## config.mk

```make
export PLATFORM = sky130hd
export DESIGN_NAME = ldm_mem_port
export DESIGN_NICKNAME = d
export VERILOG_FILES = /design/src/rtl/ldm_mem_port.sv
export SDC_FILE = /design/constraint.sdc
export NUM_CORES = 1
export LEC_CHECK = 0
export BUFFER_PORTS_ARGS = -buffer_cell sky130_fd_sc_hd__buf_2
export CAP_MARGIN = 15
export CELL_PAD_IN_SITES_DETAIL_PLACEMENT = 1
export CELL_PAD_IN_SITES_GLOBAL_PLACEMENT = 1
export CORE_UTILIZATION = 35
export CTS_CLUSTER_SIZE = 24
export DETAILED_ROUTE_END_ITERATION = 6
export GPL_ROUTABILITY_DRIVEN = 0
export PLACE_DENSITY = 0.86
export SLEW_MARGIN = 20
export SYNTH_ARGS = -nofsm -noshare
export SYNTH_HDL_FRONTEND = slang
export SYNTH_SLANG_ARGS = --single-unit
```

## constraint.sdc

```tcl
create_clock -name clk -period 3.35 [get_ports clk]
set_input_delay 0.1675 -clock clk [delete_from_list [all_inputs] [get_ports clk]]
set_output_delay 0.1675 -clock clk [all_outputs]
set_load 0.01 [all_outputs]
```

## src/rtl/ldm_mem_port.sv

```systemverilog
// Memory-side responder for LDM/STM block transfers: bus beat issue, load return, base writeback.
// Optional LDM_MEM_ALIGN_CHK_EN adds o_align_err and suppresses bus beats for a misaligned base.
module ldm_mem_port #(
  parameter int OUTST = 2
) (
  input  logic        clk,
  input  logic        rst_n,
  input  logic        en,
  input  logic        i_blk_start,
  input  logic [31:0] i_base,
  input  logic        i_u,
  input  logic        i_l,
  input  logic        i_w,
  input  logic [4:0]  i_cnt,
  input  logic        i_mem_vld,
  input  logic [31:0] i_offset,
  input  logic [3:0]  i_reg_code,
  output logic        o_stall,
  output logic        o_bus_req,
  output logic        o_bus_we,
  output logic [31:0] o_bus_addr,
  output logic [31:0] o_bus_wdata,
  input  logic        i_bus_gnt,
  input  logic        i_bus_rvld,
  input  logic [31:0] i_bus_rdata,
  output logic [3:0]  o_rf_raddr,
  input  logic [31:0] i_rf_rdata,
  output logic        o_rf_we,
  output logic [3:0]  o_rf_waddr,
  output logic [31:0] o_rf_wdata,
  output logic        o_busy
`ifdef LDM_MEM_ALIGN_CHK_EN
  ,
  output logic        o_align_err
`endif
);

  localparam logic [1:0] IDLE  = 2'd0;
  localparam logic [1:0] XFER  = 2'd1;
  localparam logic [1:0] DRAIN = 2'd2;
  localparam logic [1:0] WB    = 2'd3;

  localparam int PW = (OUTST > 1) ? $clog2(OUTST) : 1;
  localparam int CW = $clog2(OUTST + 1);

  logic [1:0]    state;
  logic [31:0]   base_q;
  logic          u_q, l_q, w_q;
  logic [4:0]    cnt_q, beats_left;
  logic [3:0]    fifo [OUTST];
  logic [PW-1:0] wr_ptr, rd_ptr;
  logic [CW-1:0] count;
  logic          rf_we_q;
  logic [3:0]    rf_waddr_q;
  logic [31:0]   rf_wdata_q;
  logic          align_q;

  logic        in_xfer, full, take, push, pop, drain_done, store_beat;
  logic [31:0] sum, wb_val;

  // Handshake: a beat transfers when o_bus_req & i_bus_gnt in the same cycle; the sequencer
  // holds the beat while o_stall is high. Load data returns in request order on i_bus_rvld.
  assign in_xfer    = (state == XFER);
  assign full       = (count == CW'(OUTST));
  assign store_beat = in_xfer & ~l_q;
  assign o_bus_req  = i_mem_vld & in_xfer & ~align_q & ~(l_q & full);
  assign take       = align_q ? (i_mem_vld & in_xfer) : (o_bus_req & i_bus_gnt);
  assign o_stall    = i_mem_vld & ~take;
  assign o_bus_we   = o_bus_req & ~l_q;
  assign sum        = u_q ? (base_q + i_offset) : (base_q - i_offset);
  assign o_bus_addr = {sum[31:2], 2'b00};
  assign o_rf_raddr  = store_beat ? i_reg_code : 4'd0;
  assign o_bus_wdata = store_beat ? i_rf_rdata : 32'd0;
  assign wb_val     = u_q ? (base_q + {25'd0, cnt_q, 2'b00}) : (base_q - {25'd0, cnt_q, 2'b00});

  assign push       = en & o_bus_req & i_bus_gnt & l_q;
  assign pop        = en & i_bus_rvld & (count != '0);
  assign drain_done = (count == '0) & ~i_bus_rvld;

  assign o_busy     = (state != IDLE);
  assign o_rf_we    = rf_we_q & en;
  assign o_rf_waddr = rf_waddr_q;
  assign o_rf_wdata = rf_wdata_q;

  always_ff @(posedge clk or negedge rst_n) begin
    if (!rst_n) begin
      state      <= IDLE;
      base_q     <= '0;
      u_q        <= 1'b0;
      l_q        <= 1'b0;
      w_q        <= 1'b0;
      cnt_q      <= '0;
      beats_left <= '0;
    end else if (en) begin
      case (state)
        IDLE: if (i_blk_start) begin
          state      <= XFER;
          base_q     <= i_base;
          u_q        <= i_u;
          l_q        <= i_l;
          w_q        <= i_w;
          cnt_q      <= i_cnt;
          beats_left <= i_cnt;
        end
        XFER: if (take) begin
          beats_left <= beats_left - 5'd1;
          if (beats_left == 5'd1) state <= DRAIN;
        end
        // A misaligned block never touched memory, so there is no base update either.
        DRAIN: if (drain_done) state <= align_q ? IDLE : WB;
        default: state <= IDLE;
      endcase
    end
  end

  always_ff @(posedge clk or negedge rst_n) begin
    if (!rst_n) begin
      wr_ptr <= '0;
      rd_ptr <= '0;
      count  <= '0;
    end else begin
      if (push) wr_ptr <= (wr_ptr == PW'(OUTST - 1)) ? '0 : wr_ptr + 1'b1;
      if (pop)  rd_ptr <= (rd_ptr == PW'(OUTST - 1)) ? '0 : rd_ptr + 1'b1;
      if (push & ~pop)      count <= count + 1'b1;
      else if (pop & ~push) count <= count - 1'b1;
    end
  end

  always_ff @(posedge clk) begin
    if (push) fifo[wr_ptr] <= i_reg_code;
  end

  // Load returns and the base writeback share the write port; they never coincide because
  // DRAIN only exits on a cycle with no returning data.
  always_ff @(posedge clk or negedge rst_n) begin
    if (!rst_n) begin
      rf_we_q    <= 1'b0;
      rf_waddr_q <= '0;
      rf_wdata_q <= '0;
    end else if (en) begin
      if (pop) begin
        rf_we_q    <= 1'b1;
        rf_waddr_q <= fifo[rd_ptr];
        rf_wdata_q <= i_bus_rdata;
      end else if (state == DRAIN && drain_done && !align_q) begin
        rf_we_q    <= w_q;
        rf_waddr_q <= 4'd0;
        rf_wdata_q <= wb_val;
      end else begin
        rf_we_q    <= 1'b0;
        rf_waddr_q <= '0;
        rf_wdata_q <= '0;
      end
    end
  end

`ifdef LDM_MEM_ALIGN_CHK_EN
  always_ff @(posedge clk or negedge rst_n) begin
    if (!rst_n)                                  align_q <= 1'b0;
    else if (en && state == IDLE && i_blk_start) align_q <= (i_base[1:0] != 2'b00);
  end
  assign o_align_err = align_q;
`else
  assign align_q = 1'b0;
`endif

endmodule

```

==> key figures, run 1 <==
Run status
  • Outcome: finished, violations left
  • Failing checks: setup timing

Die
  • Placeable Area: 0.0228 sq mm
  • Die footprint: 0.0242 sq mm
  • Die Y: 156 um
  • Initial core utilization: 0.361
  • Die W: 156 um
  • I/O pin total: 256
  • # rows: 55

Place
  • Input/output buffers: 253
  • DP Wirelength: 24600 um

Global route
  • Largest net degree at the start of global routing: 81
  • GR Util All Layers: 0.255
  • First-pass GRT wire length: 48700 um
  • Gr ovfl total: 0
  • Antenna violations before repair: 3
  • Vias in the first global route: 9422

Worst setup path
  • Crit path depth: 17
  • Critical Path Fanout Max: 4
  • CP bufs+invs: 5
  • FF-to-FF End: o_rf_wdata[22]
  • Critical Path End: o_bus_addr[28]
  • CP Class: primary input to primary output
  • Crit path DAT: 3.53 ns
  • CP max-delay cell: or4_4
  • Reg2reg path depth: 14
  • Top delay family on crit path: simple AND/OR/NAND/NOR gates
  • Worst Setup SP: i_offset[4]
  • Worst path cell trace: buf_6 > or4_4 > nor4b_4 > buf_4 > a21oi_2 > xor2_1 > ha_2 > buf_6 > and4_4 > nand2_4 > a211o_1 > a31oi_4 > a32oi_2 > buf_4 > o211ai_1 > xor2_1 > buf_2
  • Startpoint types: primary input
  • Slowest stage delay, CP: 0.57 ns
  • RR Startpoint: u_q
  • CP required: 3.18 ns
  • Reg2reg setup slack: 0.16 ns
  • CP Capture Type: primary output

Finish
  • Fill count: 2737
  • Total Nets Final: 1560
  • Multi-input combinational cell area: 0.00599 sq mm
  • Register area: 0.00244 sq mm
  • Synth-to-Final Area Change: 43.1%
  • Share of cells above drive strength 1: 0.427
  • Final Util: 0.517

Yosys
  • Most frequent cells after synthesis: a21oi_1 (119), dfrtp_1 (88), ha_1 (76), nor2_1 (65), o21ai_0 (59)
  • Distinct cells, synth: 62
  • Post-synthesis async set-or-reset flop share: 0.917
  • Seq/Total Area, Yosys: 0.296
  • Cells after Synth: 960
  • #FFs+latches synth: 96
  • EDFF count, synth: 8
  • Synthesized cell area: 0.00825 sq mm
  • Synth Area per Inst: 8.60 sq um
  • Biggest area consumer among synthesized cells: dfrtp_1
  • Most numerous cell in the Yosys netlist: a21oi_1
  • Share of the synthesized area in the top cell type: 0.267
  • Yosys Warn Count: 0
  • Post-synth top flop: dfrtp_1
  • Area contributors post-synth: dfrtp_1 (27%), ha_1 (12%), a21oi_1 (7.2%), mux2_2 (5.9%), xor2_1 (5.0%)

Timing
  • Slew at the pin with the worst max-slew slack: 0.781 ns
  • Final setup TNS: -3.59 ns
  • Final WS setup: -0.347 ns
  • Slew Limit Fails: 0
  • Share of the clock period used by the worst path: 1.10
  • Post-layout min period: 3.70 ns
  • Max-slew headroom: 0.479
  • Skew final: 0.0144 ns
  • Hold Fails Final Rpt: 0
  • Top achievable clock speed: 271 MHz
  • Final setup viols: 16
  • RSZ-0062 raised after global routing: yes

Clock tree
  • CTS sink cnt: 96
  • CTS tree: yes
  • Later-pin clock latency in the skew report: 0.36 ns
  • Number of buffers created by CTS: 9
  • Clk pin slew, worst setup/hold paths: 0.07 ns
  • H-tree levels: 3
  • CTS Root Buffer Type: clkbuf_16
  • Bufs on Longest Clock Path: 2

Detailed routing
  • Final WL: 32500 um
  • Vias: 8886
  • Initial DRT Pass Iterations: 4
  • Post-DRT Antenna Nets: 0
  • Initial drt markers: 339
  • Drt drc: 0
  • Drt via density: 5.37
  • WL/cell: 19.7 um

Worst hold path
  • Hold Crit Class: primary input to flop

Flow run
  • Max-cap viol count: 0
[cell usage in the layout, fill, tap and decap left out, types with 22 or more instances in the layout]
master	Yosys	routed
xor2_1	47	46
ha_1	76	68
nor2b_1	23	22
and2_1	48	45
inv_1	46	46
buf_2	0	249
o21ai_0	59	43
a21oi_1	119	95
buf_6	0	22
nand2_1	51	46
dfrtp_1	88	88
buf_4	3	135
mux2_2	43	42
nor2_1	65	55
xnor2_1	46	43
[layout make-up]
class                           count  share of cell area
Antenna cell                        1            0.000212
Clock buffer                        9              0.0191
Clock inverter                      7             0.00466
Inverter                           47              0.0149
Multi-Input combinational cell    774               0.507
Sequential cell                    96               0.207
Tap cell                          313              0.0331
Timing Repair Buffer              408               0.214
[repair_timing]
| item | 4_1_cts | 5_1_grt |
|---|---|---|
| pin swaps | 30 | 53 |
| setup endpoints to repair | 19 | 34 |
| hold buffers | 0 | 1 |
| gates resized for setup | 54 | 98 |
| setup buffers | 17 | 23 |
| hold endpoints to repair | 0 | 79 |
[metrics by stage]
| step | worst slack, ns | area, sq um | hold slack (ns) | cells |
|---|---|---|---|---|
| detailed placement | -0.427 | 10600 | 0.378 | 1603 |
| finish | -0.347 | 11800 | 0.0206 | 1655 |
| floorplan | 0.0188 | 8260 | -0.128 | 961 |
| global placement | -0.321 | 10600 | 0.367 | 1603 |
| CTS | -0.305 | 11300 | 0.00234 | 1636 |
| global route | -0.492 | 11800 | 0.00845 | 1654 |
[worst min path at each step]
stage,from,end,slack (ns),cells after the start
3_3_place_gp,i_reg_code[2],fifo[1][2],0.37,1
5_1_grt,i_reg_code[2],fifo[0][2],0.008,1
6_report,i_reg_code[2],fifo[0][2],0.02,1
4_1_cts,i_reg_code[2],fifo[1][2],0.002,1
2_1_floorplan,rst_n,base_q[0],-0.13,0
3_5_place_dp,i_reg_code[2],fifo[0][2],0.38,1
[worst register-to-register path, delay by kind of cell, from the launching register on]
family	cells	cell delay [ns]
AOI/OAI and AO/OA	7	1.33
buffers and inverters	3	0.51
DFF	1	0.41
xor gates and xnor gates	2	0.39
adders and majority gates	1	0.30
and+or+nand+nor	1	0.14
[flip-flops by register name (all words and copies together) (netlist names)]
register and count:
base_q 32, beats_left 5, cnt_q 5, count 2, fifo 8, l_q 1, o_rf_waddr 4, o_rf_wdata 32
rd_ptr 1, rf_we_q 1, state 2, u_q 1, w_q 1, wr_ptr 1
[metal layers]
layer / vias up / part of all wire / GRT usage
met4: 4 / 0.030 / 0.0803
met2: 278 / 0.53 / 0.475
met3: 77 / 0.042 / 0.0406
met1: 4354 / 0.40 / 0.297
li1: 4173 / - / -
met5: - / 0.00083 / 0
[kinds of logic (layout without fill, tap and decap cells)]
| logic type | Yosys count | count (layout) | share of synthesized area |
|---|---|---|---|
| AOI/OAI and AO/OA | 286 | 286 | 0.210 |
| xor gates and xnor gates | 94 | 94 | 0.101 |
| adders and majority gates | 77 | 77 | 0.118 |
| buffers and inverters | 91 | 471 | 0.0428 |
| DFF | 96 | 96 | 0.296 |
| muxes | 49 | 49 | 0.0659 |
| other | 1 | 3 | 0.000454 |
| and+or+nand+nor | 266 | 266 | 0.166 |
Power of run 1 is left out: the tool's default activity adds up to more than one toggle a clock period on the data nets, which glitch-free logic cannot reach.
==> run 2, diff against run 1 <==
- CORE_MARGIN: default -> 2
==> run 2 against run 1 <==
Net effect: the flow still finishes with violations (setup timing); hold slack improved by 0.0063 ns; global-route usage is 0.91 points lower; first-iteration DRC count up 24%; cell count is 1.1% higher; flip-flop and latch count did not move; fmax fell by 1.5%; design area grew 0.69%; core utilization fell by 0.73 points; non-clock buffer count up 8; largest cell class unchanged.
==> key figures, run 2 (same netlist as run 1, synthesis figures left out) <==
Run status
  • Outcome: finished, violations left
  • Failing checks: setup timing

Finish
  • Share of cells above drive strength 1: 0.434 (+0.00711)
  • Synth-to-Final Area Change: 44.1%
  • Post-Layout Cell Count: 1673 (+1.1%)
  • Commonest non-fill, non-tap cell in the layout: buf_2
  • Total Nets Final: 1568 (+0.51%)
  • Most frequent cells in the layout: buf_2 (251), buf_4 (144), a21oi_1 (94)
  • Fill count: 2818 (+3.0%)

Clock tree
  • Number of buffers created by CTS: 9 (unchanged)
  • Clk pin slew, worst setup/hold paths: 0.07 ns (about the same)
  • CTS sink cnt: 96 (unchanged)
  • CTS tree: yes
  • Bufs on Longest Clock Path: 2 (unchanged)
  • CTS Root Buffer Type: clkbuf_16
  • Later-pin clock latency in the skew report: 0.36 ns (about the same)
  • H-tree levels: 3 (unchanged)

Worst setup path
  • CP Capture Type: primary output
  • CP max-delay cell: or4_4
  • Critical Path Fanout Max: 4 (unchanged)
  • Worst path cell trace: buf_6 > or4_4 > nor4b_4 > buf_4 > a21oi_2 > xor2_1 > ha_1 > buf_6 > and4_4 > nand2_2 > a211o_1 > a31oi_4 > a32oi_2 > buf_4 > o211ai_1 > xor2_1 > buf_2
  • CP bufs+invs: 5 (unchanged)
  • Slowest stage delay, CP: 0.57 ns (about the same)
  • Reg2reg setup slack: 0.08 ns (-0.08 ns)
  • Crit path DAT: 3.58 ns (+0.05 ns)
  • CP Class: primary input to primary output
  • Top delay family on crit path: simple AND/OR/NAND/NOR gates
  • CP required: 3.18 ns (about the same)
  • Startpoint types: primary input

Timing
  • Slew at the pin with the worst max-slew slack: 0.750 ns (-0.0314 ns)
  • Post-layout min period: 3.75 ns (+0.0556 ns)
  • RSZ-0062 raised after global routing: yes
  • Share of the clock period used by the worst path: 1.12 (+0.0166)
  • Final WS setup: -0.402 ns (-0.0556 ns)
  • Hold Fails Final Rpt: 0 (unchanged)
  • Slew Limit Fails: 0 (unchanged)
  • Top achievable clock speed: 266 MHz (-1.5%)
  • Skew final: 0.0112 ns (-0.00314 ns)
  • Max-slew headroom: 0.500 (+0.0210)
  • Final setup viols: 20 (+4)

Global route
  • First-pass GRT wire length: 48000 um (-1.3%)
  • Largest net degree at the start of global routing: 50 (-38%)
  • Vias in the first global route: 9339 (-0.88%)
  • GR Util All Layers: 0.246 (-0.00912)
  • Gr ovfl total: 0 (unchanged)
  • Antenna violations before repair: 5 (+2)

Detailed routing
  • Vias: 8979 (+1.0%)
  • Initial drt markers: 419 (+24%)
  • WL/cell: 20.0 um (+1.5%)
  • Initial DRT Pass Iterations: 4 (unchanged)
  • Drt drc: 0 (unchanged)
  • Post-DRT Antenna Nets: 0 (unchanged)
  • Drt via density: 5.37 (about the same)
  • Final WL: 33400 um (+2.6%)

Worst hold path
  • Hold Crit Class: primary input to flop

Die
  • I/O pin total: 256 (unchanged)
  • # rows: 56 (+1.8%)
  • Placeable Area: 0.0233 sq mm (+2.1%)
  • Die W: 158 um (+1.3%)
  • Initial core utilization: 0.354 (-0.00752)
  • Die Y: 158 um (+1.3%)
  • Die footprint: 0.0248 sq mm (+2.6%)

Place
  • Input/output buffers: 253 (unchanged)
  • DP Wirelength: 24300 um (-1.2%)
  • Post-Place Cells: 1606 (+0.19%)
  • Pre-CTS setup slack: -0.445 ns (-0.0175 ns)

Flow run
  • Max-cap viol count: 0 (unchanged)
run 2: cell types whose count changed in the layout (fill, tap and decap cells not counted), moves of 2 or more:
cell      delta
nor2_4       +2
buf_6        -4
xor2_2       +2
buf_4        +9
a21oi_2      +2
inv_1        -3
xor2_1       -2
clkinv_4     -3
diode_2      +4
inv_8        +2
a41oi_2      -2
buf_2        +2
inv_2        +3
run 2: worst paths after layout:
kind | end | start | cells past startpoint
setup / recovery | o_bus_addr[28] | i_offset[5] | 17
hold / removal | fifo[0][2] | i_reg_code[2] | 1
setup reg to reg | o_rf_wdata[27] | cnt_q[1] | 14
hold reg to reg | wr_ptr | wr_ptr | 1
max in group asynchronous | beats_left[3] | rst_n | 3
min in group asynchronous | o_rf_wdata[11] | rst_n | 2
run 2: what timing repair did:
| action | in CTS | in global routing |
|---|---|---|
| endpoints found under the hold margin | 49 | 0 |
| setup endpoints to repair | 18 | 34 |
| hold buffers | 2 | 0 |
| buffers inserted | 16 | 31 |
| gates resized for setup | 62 | 94 |
| pin swaps | 44 | 67 |
run 2: routing by layer:
metal,vias up,GRT usage,part of all wire
met5,-,0,0.00039
met4,2,0.0870,0.032
met3,78,0.0476,0.040
met2,240,0.451,0.53
met1,4466,0.284,0.40
li1,4193,-,-
run 2: area by class of cell:
class                   instances  area (sq um)  area share
inverters                      47           176      0.0148
diodes                          5          12.5     0.00105
multi-input cells             774          6000       0.504
clock buffers                   9           225      0.0189
well taps                     319           399      0.0336
clock inverters                 7          60.1     0.00505
flip-flops and latches         96          2440       0.205
repair buffers                416          2580       0.217
run 2: metrics by stage:
| stage | utilization | instance area [sq um] | TNS, ns | hold WS, ns |
|---|---|---|---|---|
| finish | 0.510 | 11900 | -5.35 | 0.0269 |
| global placement | 0.456 | 10600 | -2.69 | 0.236 |
| detailed placement | 0.456 | 10600 | -4.26 | 0.248 |
| global route | 0.509 | 11900 | -7.92 | 0.0149 |
| floorplan | - | 8260 | 0 | -0.128 |
| CTS | 0.483 | 11300 | -3.35 | 0.0110 |
Power of run 2 is left out for the same reason.
==> run 3, diff against run 2 <==
- CORE_ASPECT_RATIO: default -> 1.4
==> run 3 against run 2 <==
Net effect: the run still ends with setup timing left; via count rose by 1.5%; first-iteration DRC count shrank 23%; clock-buffer cell count stayed put; fmax shrank 3.8%; wire length grew 3.4%; critical path type unchanged.
==> key figures, run 3 (same netlist as run 1, synthesis figures left out) <==
Place
  • Input/output buffers: 253 (unchanged)
  • DP Wirelength: 24200 um (-0.34%)
  • Post-Place Cells: 1596 (-0.62%)

Detailed routing
  • WL/cell: 20.8 um (+4.0%)
  • Initial DRT Pass Iterations: 4 (unchanged)
  • Drt via density: 5.48 (+2.1%)
  • Drt drc: 0 (unchanged)
  • Post-DRT Antenna Nets: 0 (unchanged)
  • Final WL: 34500 um (+3.4%)
  • Initial drt markers: 321 (-23%)
  • Vias: 9115 (+1.5%)

Worst setup path
  • Reg2reg path depth: 14 (unchanged)
  • CP required: 3.18 ns (about the same)
  • Worst path cell trace: buf_6 > or4_4 > nor4b_4 > buf_4 > and3_4 > a21oi_4 > xor2_1 > ha_1 > buf_4 > a21oi_1 > o21ai_2 > a32oi_4 > nand2_2 > a21oi_2 > xnor2_1 > buf_2
  • Top delay family on crit path: simple AND/OR/NAND/NOR gates
  • CP bufs+invs: 4 (-1)
  • Crit path DAT: 3.73 ns (+0.15 ns)
  • CP Class: primary input to primary output
  • Critical Path Fanout Max: 5 (+1)
  • Critical Path Most Common Cell: buf_4
  • FF-to-FF End: o_rf_wdata[29]
  • Reg2reg setup slack: 0.10 ns (+0.02 ns)
  • RR Startpoint: cnt_q[0]
  • CP max-delay cell: or4_4
  • Crit path depth: 16 (-1)
  • CP Capture Type: primary output
  • Slowest stage delay, CP: 0.58 ns (about the same)
  • Startpoint types: primary input

Die
  • Initial core utilization: 0.356 (+0.00195)
  • I/O pin total: 256 (unchanged)
  • Die Y: 186 um (+18%)
  • Die footprint: 0.0248 sq mm (about the same)
  • Placeable Area: 0.0232 sq mm (-0.55%)
  • Die W: 134 um (-15%)
  • # rows: 66 (+18%)

Timing
  • Max-slew headroom: 0.536 (+0.0362)
  • Post-layout min period: 3.90 ns (+0.147 ns)
  • Final setup viols: 19 (-5.0%)
  • Skew final: 0.00848 ns (-0.00275 ns)
  • Final WS setup: -0.550 ns (-0.147 ns)
  • Top achievable clock speed: 256 MHz (-3.8%)
  • Share of the clock period used by the worst path: 1.16 (+0.0440)
  • Slew Limit Fails: 0 (unchanged)
  • Hold Fails Final Rpt: 0 (unchanged)
  • RSZ-0062 raised after global routing: yes
  • Slew at the pin with the worst max-slew slack: 0.693 ns (-0.0569 ns)

Worst hold path
  • Hold wc startpoint: i_reg_code[1]
  • Hold Crit Class: primary input to flop
  • Hold depth: 1 (unchanged)
  • Worst Hold End: fifo[1][1]

Finish
  • Share of cells above drive strength 1: 0.445 (+0.0117)
  • Most frequent cells in the layout: buf_2 (250), buf_4 (151), a21oi_1 (93)
  • Total Nets Final: 1573 (+0.32%)
  • Post-Layout Cell Count: 1663 (-0.60%)
  • Commonest non-fill, non-tap cell in the layout: buf_2
  • Synth-to-Final Area Change: 46.2%

Clock tree
  • CTS sink cnt: 96 (unchanged)
  • CTS tree: yes
  • CTS Root Buffer Type: clkbuf_16
  • Later-pin clock latency in the skew report: 0.36 ns (about the same)
  • H-tree levels: 3 (unchanged)
  • Clk pin slew, worst setup/hold paths: 0.07 ns (about the same)
  • Bufs on Longest Clock Path: 2 (unchanged)
  • Number of buffers created by CTS: 9 (unchanged)

Flow run
  • Max-cap viol count: 0 (unchanged)

Global route
  • Vias in the first global route: 9767 (+4.6%)
  • Antenna violations before repair: 2 (-3)
  • First-pass GRT wire length: 50100 um (+4.4%)
  • GR Util All Layers: 0.253 (+0.00739)
  • Largest net degree at the start of global routing: 48 (-4.0%)
  • Gr ovfl total: 0 (unchanged)

Run status
  • Outcome: finished, violations left
  • Failing checks: setup timing
-- run 3: changes by cell type in the layout (fill, tap and decap cells not counted), sizes merged --
cell,before,now
inv,50,47
clkinv,2,5
buf,414,420
bufinv,0,1
dlygate4sd3,2,1
clkinvlp,2,1
diode,5,3
-- run 3: metrics by stage --
stage | setup TNS, ns | util | worst slack, ns | hold slack (ns) | instance area (sq um)
after floorplan | 0 | - | 0.0188 | -0.128 | 8260
after global placement | -3.61 | 0.460 | -0.405 | 0.238 | 10700
after detailed placement | -4.82 | 0.460 | -0.452 | 0.241 | 10700
after CTS | -2.34 | 0.493 | -0.235 | 0.00210 | 11400
after global routing | -8.27 | 0.520 | -0.557 | 0.0131 | 12100
final | -6.48 | 0.520 | -0.550 | 0.0146 | 12100
-- run 3: area by class of cell --
class	instances	area [sq um]
antenna	3	7.51
multi-input combinational	774	6120
clock inverter	7	71.3
clock buffer	9	225
sequential	96	2440
inverter	47	176
fill	2777	11100
timing repair buffer	421	2640
tap	306	383
-- run 3: worst max-delay path by stage --
stage	from	end	slack (ns)
floorplan	i_offset[5]	o_bus_addr[31]	0.02
global placement	i_offset[5]	o_bus_addr[30]	-0.40
detailed placement	i_offset[5]	o_bus_addr[30]	-0.45
CTS	i_offset[4]	o_bus_addr[25]	-0.23
global route	i_offset[4]	o_bus_addr[30]	-0.56
finish	i_offset[4]	o_bus_addr[30]	-0.55
-- run 3: timing repair --
action,CTS,global route
hold endpoints to repair,45,0
hold buffers,1,0
pin swaps,45,67
resized for setup,79,96
buffers inserted,23,26
setup endpoints to repair,23,36
-- run 3: per-layer routing --
| metal | wire [um] | share of wire | vias up | track usage |
|---|---|---|---|---|
| li1 | - | - | 4190 | - |
| met1 | 12900 | 0.37 | 4464 | 0.266 |
| met2 | 18600 | 0.54 | 353 | 0.498 |
| met3 | 1450 | 0.042 | 108 | 0.0302 |
| met4 | 1560 | 0.045 | 0 | 0.116 |
| met5 | 0 | 0 | - | 0 |
Power of run 3 is left out for the same reason.
